===== src/rtl/reg_file_pkg.sv =====
// Shared types and constants for the generic register file and its pending scoreboard.
package reg_file_pkg;

   localparam int DEF_DATA_W = 8;
   localparam int DEF_ADDR_W = 3;
   localparam int ZERO_ADDR  = 0;

   typedef logic [DEF_ADDR_W-1:0] reg_addr_t;
   typedef logic [DEF_DATA_W-1:0] reg_data_t;

   function automatic int depth(input int addr_w);
      return 2 ** addr_w;
   endfunction

endpackage


===== src/rtl/reg_file_gen_scoreboard.sv =====
// Per-register pending bits: set by a reserve, cleared by any committed write,
// with the reserve winning when both hit the same register in one cycle.
module reg_scoreboard
   import reg_file_pkg::*;
#(
   parameter int ADDR_W   = DEF_ADDR_W,
   parameter int ZERO_REG = 0
) (
   input  logic                     CLK,
   input  logic                     RESET,
   input  logic                     write_a,
   input  logic [ADDR_W-1:0]        addr_a,
   input  logic                     write_b,
   input  logic [ADDR_W-1:0]        addr_b,
   input  logic                     reserve,
   input  logic [ADDR_W-1:0]        res_addr,
   output logic [(2**ADDR_W)-1:0]   pending,
   output logic                     any_pending
);

   localparam int DEPTH = depth(ADDR_W);

   logic [DEPTH-1:0] pending_reg;
   logic [DEPTH-1:0] pending_next;

   generate
      for (genvar gi = 0; gi < DEPTH; gi++) begin : g_entry
         logic set_bit;
         logic clr_bit;
         assign set_bit = reserve && (res_addr == ADDR_W'(gi));
         assign clr_bit = (write_a && (addr_a == ADDR_W'(gi))) ||
                          (write_b && (addr_b == ADDR_W'(gi)));
         // A hardwired-zero entry can never have a producer in flight.
         if ((ZERO_REG != 0) && (gi == ZERO_ADDR)) begin : g_zero
            assign pending_next[gi] = 1'b0;
         end else begin : g_normal
            assign pending_next[gi] = set_bit | (pending_reg[gi] & ~clr_bit);
         end
      end
   endgenerate

   always_ff @(posedge CLK) begin
      if (RESET) begin
         pending_reg <= '0;
      end else begin
         pending_reg <= pending_next;
      end
   end

   assign pending     = pending_reg;
   assign any_pending = |pending_reg;

endmodule


===== src/rtl/reg_file_gen.sv =====
// Two-write, two-read register file with pending scoreboard and optional zero register.
// Optional same-cycle write-to-read forwarding when REG_FILE_BYPASS_EN is defined.
module reg_file_gen
   import reg_file_pkg::*;
#(
   parameter int DATA_W   = DEF_DATA_W,
   parameter int ADDR_W   = DEF_ADDR_W,
   parameter int ZERO_REG = 0
) (
   input  logic              CLK,
   input  logic              RESET,
   input  logic [DATA_W-1:0] IN,
   input  logic [ADDR_W-1:0] INADDRESS,
   input  logic              WRITE,
   input  logic [DATA_W-1:0] IN2,
   input  logic [ADDR_W-1:0] IN2ADDRESS,
   input  logic              WRITE2,
   input  logic              RESERVE,
   input  logic [ADDR_W-1:0] RESADDRESS,
   input  logic [ADDR_W-1:0] OUT1ADDRESS,
   input  logic [ADDR_W-1:0] OUT2ADDRESS,
   output logic [DATA_W-1:0] OUT1,
   output logic [DATA_W-1:0] OUT2,
   output logic              OUT1_READY,
   output logic              OUT2_READY,
   output logic              ANY_PENDING
);

   localparam int DEPTH = depth(ADDR_W);

   logic [DATA_W-1:0] mem_reg [DEPTH];
   logic [DEPTH-1:0]  hit_a;
   logic [DEPTH-1:0]  hit_b;
   logic [DEPTH-1:0]  pending;
   logic [1:0][DATA_W-1:0] rd_data;
   logic [1:0]        rd_ready;

   generate
      for (genvar gi = 0; gi < DEPTH; gi++) begin : g_hit
         if ((ZERO_REG != 0) && (gi == ZERO_ADDR)) begin : g_zero
            assign hit_a[gi] = 1'b0;
            assign hit_b[gi] = 1'b0;
         end else begin : g_normal
            assign hit_a[gi] = WRITE  && (INADDRESS  == ADDR_W'(gi));
            assign hit_b[gi] = WRITE2 && (IN2ADDRESS == ADDR_W'(gi));
         end
      end
   endgenerate

   // Port A takes priority when both ports target the same entry.
   always_ff @(posedge CLK) begin
      for (int i = 0; i < DEPTH; i++) begin
         if (RESET) begin
            mem_reg[i] <= '0;
         end else if (hit_a[i]) begin
            mem_reg[i] <= IN;
         end else if (hit_b[i]) begin
            mem_reg[i] <= IN2;
         end
      end
   end

   reg_scoreboard #(
      .ADDR_W   (ADDR_W),
      .ZERO_REG (ZERO_REG)
   ) u_scoreboard (
      .CLK         (CLK),
      .RESET       (RESET),
      .write_a     (WRITE),
      .addr_a      (INADDRESS),
      .write_b     (WRITE2),
      .addr_b      (IN2ADDRESS),
      .reserve     (RESERVE && !((ZERO_REG != 0) && (RESADDRESS == ADDR_W'(ZERO_ADDR)))),
      .res_addr    (RESADDRESS),
      .pending     (pending),
      .any_pending (ANY_PENDING)
   );

   generate
      for (genvar pi = 0; pi < 2; pi++) begin : g_read
         logic [ADDR_W-1:0] addr;
         logic [DATA_W-1:0] data;
         logic              ready;

         assign addr = (pi == 0) ? OUT1ADDRESS : OUT2ADDRESS;

         always_comb begin
            data  = mem_reg[addr];
            ready = ~pending[addr];
            if ((ZERO_REG != 0) && (addr == ADDR_W'(ZERO_ADDR))) begin
               data  = '0;
               ready = 1'b1;
            end
`ifdef REG_FILE_BYPASS_EN
            else if (!RESET && WRITE && (INADDRESS == addr)) begin
               data  = IN;
               ready = 1'b1;
            end else if (!RESET && WRITE2 && (IN2ADDRESS == addr)) begin
               data  = IN2;
               ready = 1'b1;
            end
`endif
         end

         assign rd_data[pi]  = data;
         assign rd_ready[pi] = ready;
      end
   endgenerate

   assign OUT1       = rd_data[0];
   assign OUT2       = rd_data[1];
   assign OUT1_READY = rd_ready[0];
   assign OUT2_READY = rd_ready[1];

endmodule


===== config.mk =====
export PLATFORM = sky130hd
export DESIGN_NAME = reg_file_gen
export DESIGN_NICKNAME = d
export VERILOG_FILES = /design/src/rtl/reg_file_pkg.sv /design/src/rtl/reg_file_gen_scoreboard.sv /design/src/rtl/reg_file_gen.sv
export SDC_FILE = /design/constraint.sdc
export NUM_CORES = 1
export LEC_CHECK = 0
export BUFFER_PORTS_ARGS = -buffer_cell sky130_fd_sc_hd__buf_2
export CORE_UTILIZATION = 40
export CTS_CLUSTER_SIZE = 10
export DETAILED_ROUTE_END_ITERATION = 8
export PLACE_DENSITY_LB_ADDON = 0.2
export SKIP_LAST_GASP = 1
export SYNTH_ARGS = -nofsm -noshare
export SYNTH_HDL_FRONTEND = slang
export SYNTH_HIERARCHICAL = 1
export SYNTH_SLANG_ARGS = --single-unit

===== constraint.sdc =====
create_clock -name CLK -period 1.8 [get_ports CLK]
set_input_delay 0.18 -clock CLK [delete_from_list [all_inputs] [get_ports CLK]]
set_output_delay 0.18 -clock CLK [all_outputs]
set_load 0.05 [all_outputs]

==> impl_metrics.ini <==
[sta]
report.final.slew_viol_count = 0
setup_slack_ns = -0.0479
clock_skew_ns = 0
finalSetupTns_ns = -0.551
finalCriticalPeriod_ns = 1.85
rsz0062_at_grt = true
timing.final.crit_share_pct = 103
relSlewSlack_pct = 24.5
timing.hold.ws_ns = 0.198
setup_viol = 16
hold_violations = 0
tightest_slew_ns = 1.12
fmax_mhz = 541

[route]
dr.pass1.iters = 4
vias_per_cell = 6.44
finalWirelength_microns = 13300
drt_first_iter_violations = 255
via_count = 3492
postRouteAntennaNets = 0
wl_per_cell_microns = 24.5
drc_errors = 0

[synth]
synth_top_area_share_pct = 41.7
ys_seq_area_share_pct = 45.1
synth_fp_nets = 368
netlist_area_sq_um = 4610
async_flop_share_pct = 0
synth-seq-cells = 72
postSynthCellCount = 332
synth_area_per_cell_sq_um = 13.9
ys_warn_count = 6
synth_area_leader_cell = edfxtp_1
yosys-top-cells-count = 64 x edfxtp_1, 56 x a22o_1, 36 x mux4_2
synth_enable_flop_cells = 64
synth_top_flop_cell = edfxtp_1
synthTopCellsByArea = edfxtp_1 42%, mux4_2 18%, a22o_1 11%
synth.most_common_cell = edfxtp_1
synth.distinct_cells = 44

[place]
gp_congestion = 0.828
dp_hpwl_microns = 9220
post-place-ws_ns = -0.155
port_buffers = 54

[floorplan]
std_cell_rows = 38
initial_core_util_pct = 41.8
pin_count = 55
core_region_area_sq_um = 11000
dieArea_sq_um = 12000
die_y_microns = 109
fp.dieW_microns = 109

[critical_path]
end_kind = output port
crit_chain = mux4_2 > mux2_4 > buf_6
crit_required_ns = 1.62
max_stage_delay_ns = 0.48
path_max_fanout = 2
crit_arrival_ns = 1.67
critPathLaunchType = register
critical_path.slowest_cell = mux4_2
crit_type = reg2out

[global_routing]
grt_pass1_wl_microns = 20100
antenna_found_initial = 0
grt_use_total_pct = 23.6
overflow = 0
grt_max_degree = 27
grt_pass1_vias = 3485

[cells_and_area]
diodes = 0
drive_gt1_share_pct = 44.3
area_delta_synth_final_pct = 23.7
largest_reg_flops = 64
nets = 433

[pwr]
peakVddDrop_mv = 0.506
p_per_area_nw_per_um2 = 863
p_leak_nw = 2.06

[clock_tree]
cts_tree = done
cts_max_level = 3
clockBufferDepth = 2
clk_pin_slew_ns = 0.06
postCtsSetupBuffers = 0
cts_hold_buf = 0
clock_sinks = 72
clock_latency_ns = 0.33
clockRootBuffer = clkbuf_16
numCtsBuffers = 9

[run_status]
violations = negative setup slack
status = finished, violations left

[run]
drv_cap = 0

[hold_path]
hold_class = in2reg
metal layers:
metal	global-route usage (%)	up-vias	routed length [microns]
met1	32.2	1760	5750
met2	37.9	175	6310
met3	3.62	17	905
met4	8.86	0	299
li1	-	1540	-
met5	0	-	0
logic make-up after synthesis:
| group | after synthesis | share of synthesized area, % |
|---|---|---|
| AOI/OAI and AO/OA | 85 | 16.2 |
| buffers and inverters | 38 | 4.01 |
| DFF | 72 | 45.1 |
| muxes | 54 | 21.9 |
| and+or+nand+nor | 83 | 12.8 |
critical path, delay by kind of cell, from the launching register on:
| family | cells | cell delay (ns) |
|---|---|---|
| buffers and inverters | 1 | 0.15 |
| flip-flops | 1 | 0.42 |
| multiplexers | 2 | 0.76 |
cells in the final DEF (no fill, tap or decap), types with 3 or more instances in the layout:
cell type | synthesis | final
edfxtp_1 | 64 | 64
nand2_1 | 17 | 17
mux2_4 | 0 | 10
nor2b_1 | 3 | 3
mux2_2 | 16 | 6
nand3_1 | 8 | 8
and4b_1 | 6 | 6
nand2b_1 | 8 | 8
a22o_1 | 56 | 56
buf_6 | 1 | 7
a21oi_1 | 10 | 10
buf_2 | 7 | 36
buf_12 | 0 | 4
a31oi_1 | 4 | 4
a311oi_2 | 4 | 4
nor2_1 | 4 | 4
buf_8 | 0 | 9
nand4bb_1 | 3 | 3
nand2b_2 | 4 | 4
mux4_2 | 36 | 36
dfxtp_1 | 8 | 8
nor4bb_1 | 5 | 5
clkbuf_16 | 0 | 9
o32ai_1 | 7 | 7
nand4b_1 | 3 | 3
buf_4 | 4 | 36
final timing paths:
| kind | start | end | slack [ns] | cells after the start |
|---|---|---|---|---|
| setup / recovery | mem_reg[5][2] | OUT2[2] | -0.05 | 3 |
| hold / removal | RESADDRESS[1] | u_scoreboard/pending[1] | 0.20 | 3 |
| setup reg to reg | u_scoreboard/pending[5] | u_scoreboard/pending[5] | 0.97 | 2 |
| hold reg to reg | u_scoreboard/pending[3] | u_scoreboard/pending[3] | 0.54 | 2 |
timing repair:
| action | in CTS | in global routing |
|---|---|---|
| pin swaps | 0 | 0 |
| endpoints found under the setup margin | 16 | 18 |
| gates resized for setup | 48 | 7 |
area by class of cell:
class                           count  area, sq um
Fill cell                         955         5320
Clock buffer                        9          225
Sequential cell                    72         2080
Timing Repair Buffer               92          744
Clock inverter                      7         71.3
Multi-Input combinational cell    222         2410
Tap cell                          140          175
report_power, final:
part           internal (mW)  leakage, nW  switching (mW)  total [mW]
Clock                   1.07        0.139           0.696        1.77
Sequential              1.96        0.694          0.0748        2.03
Combinational          0.518         1.23           0.607        1.13
Total                   3.55         2.06            1.38        4.92
stage by stage:
step	std cells	instance area (sq um)	utilization [%]	power, mW
floorplan	332	4640	-	2.73
global placement	526	5230	47.4	3.03
detailed placement	526	5230	47.4	3.05
CTS	542	5690	51.6	4.93
global route	542	5710	51.7	5.07
finish	542	5710	51.7	4.92
No activity file was read; power rests on OpenSTA's default activity.
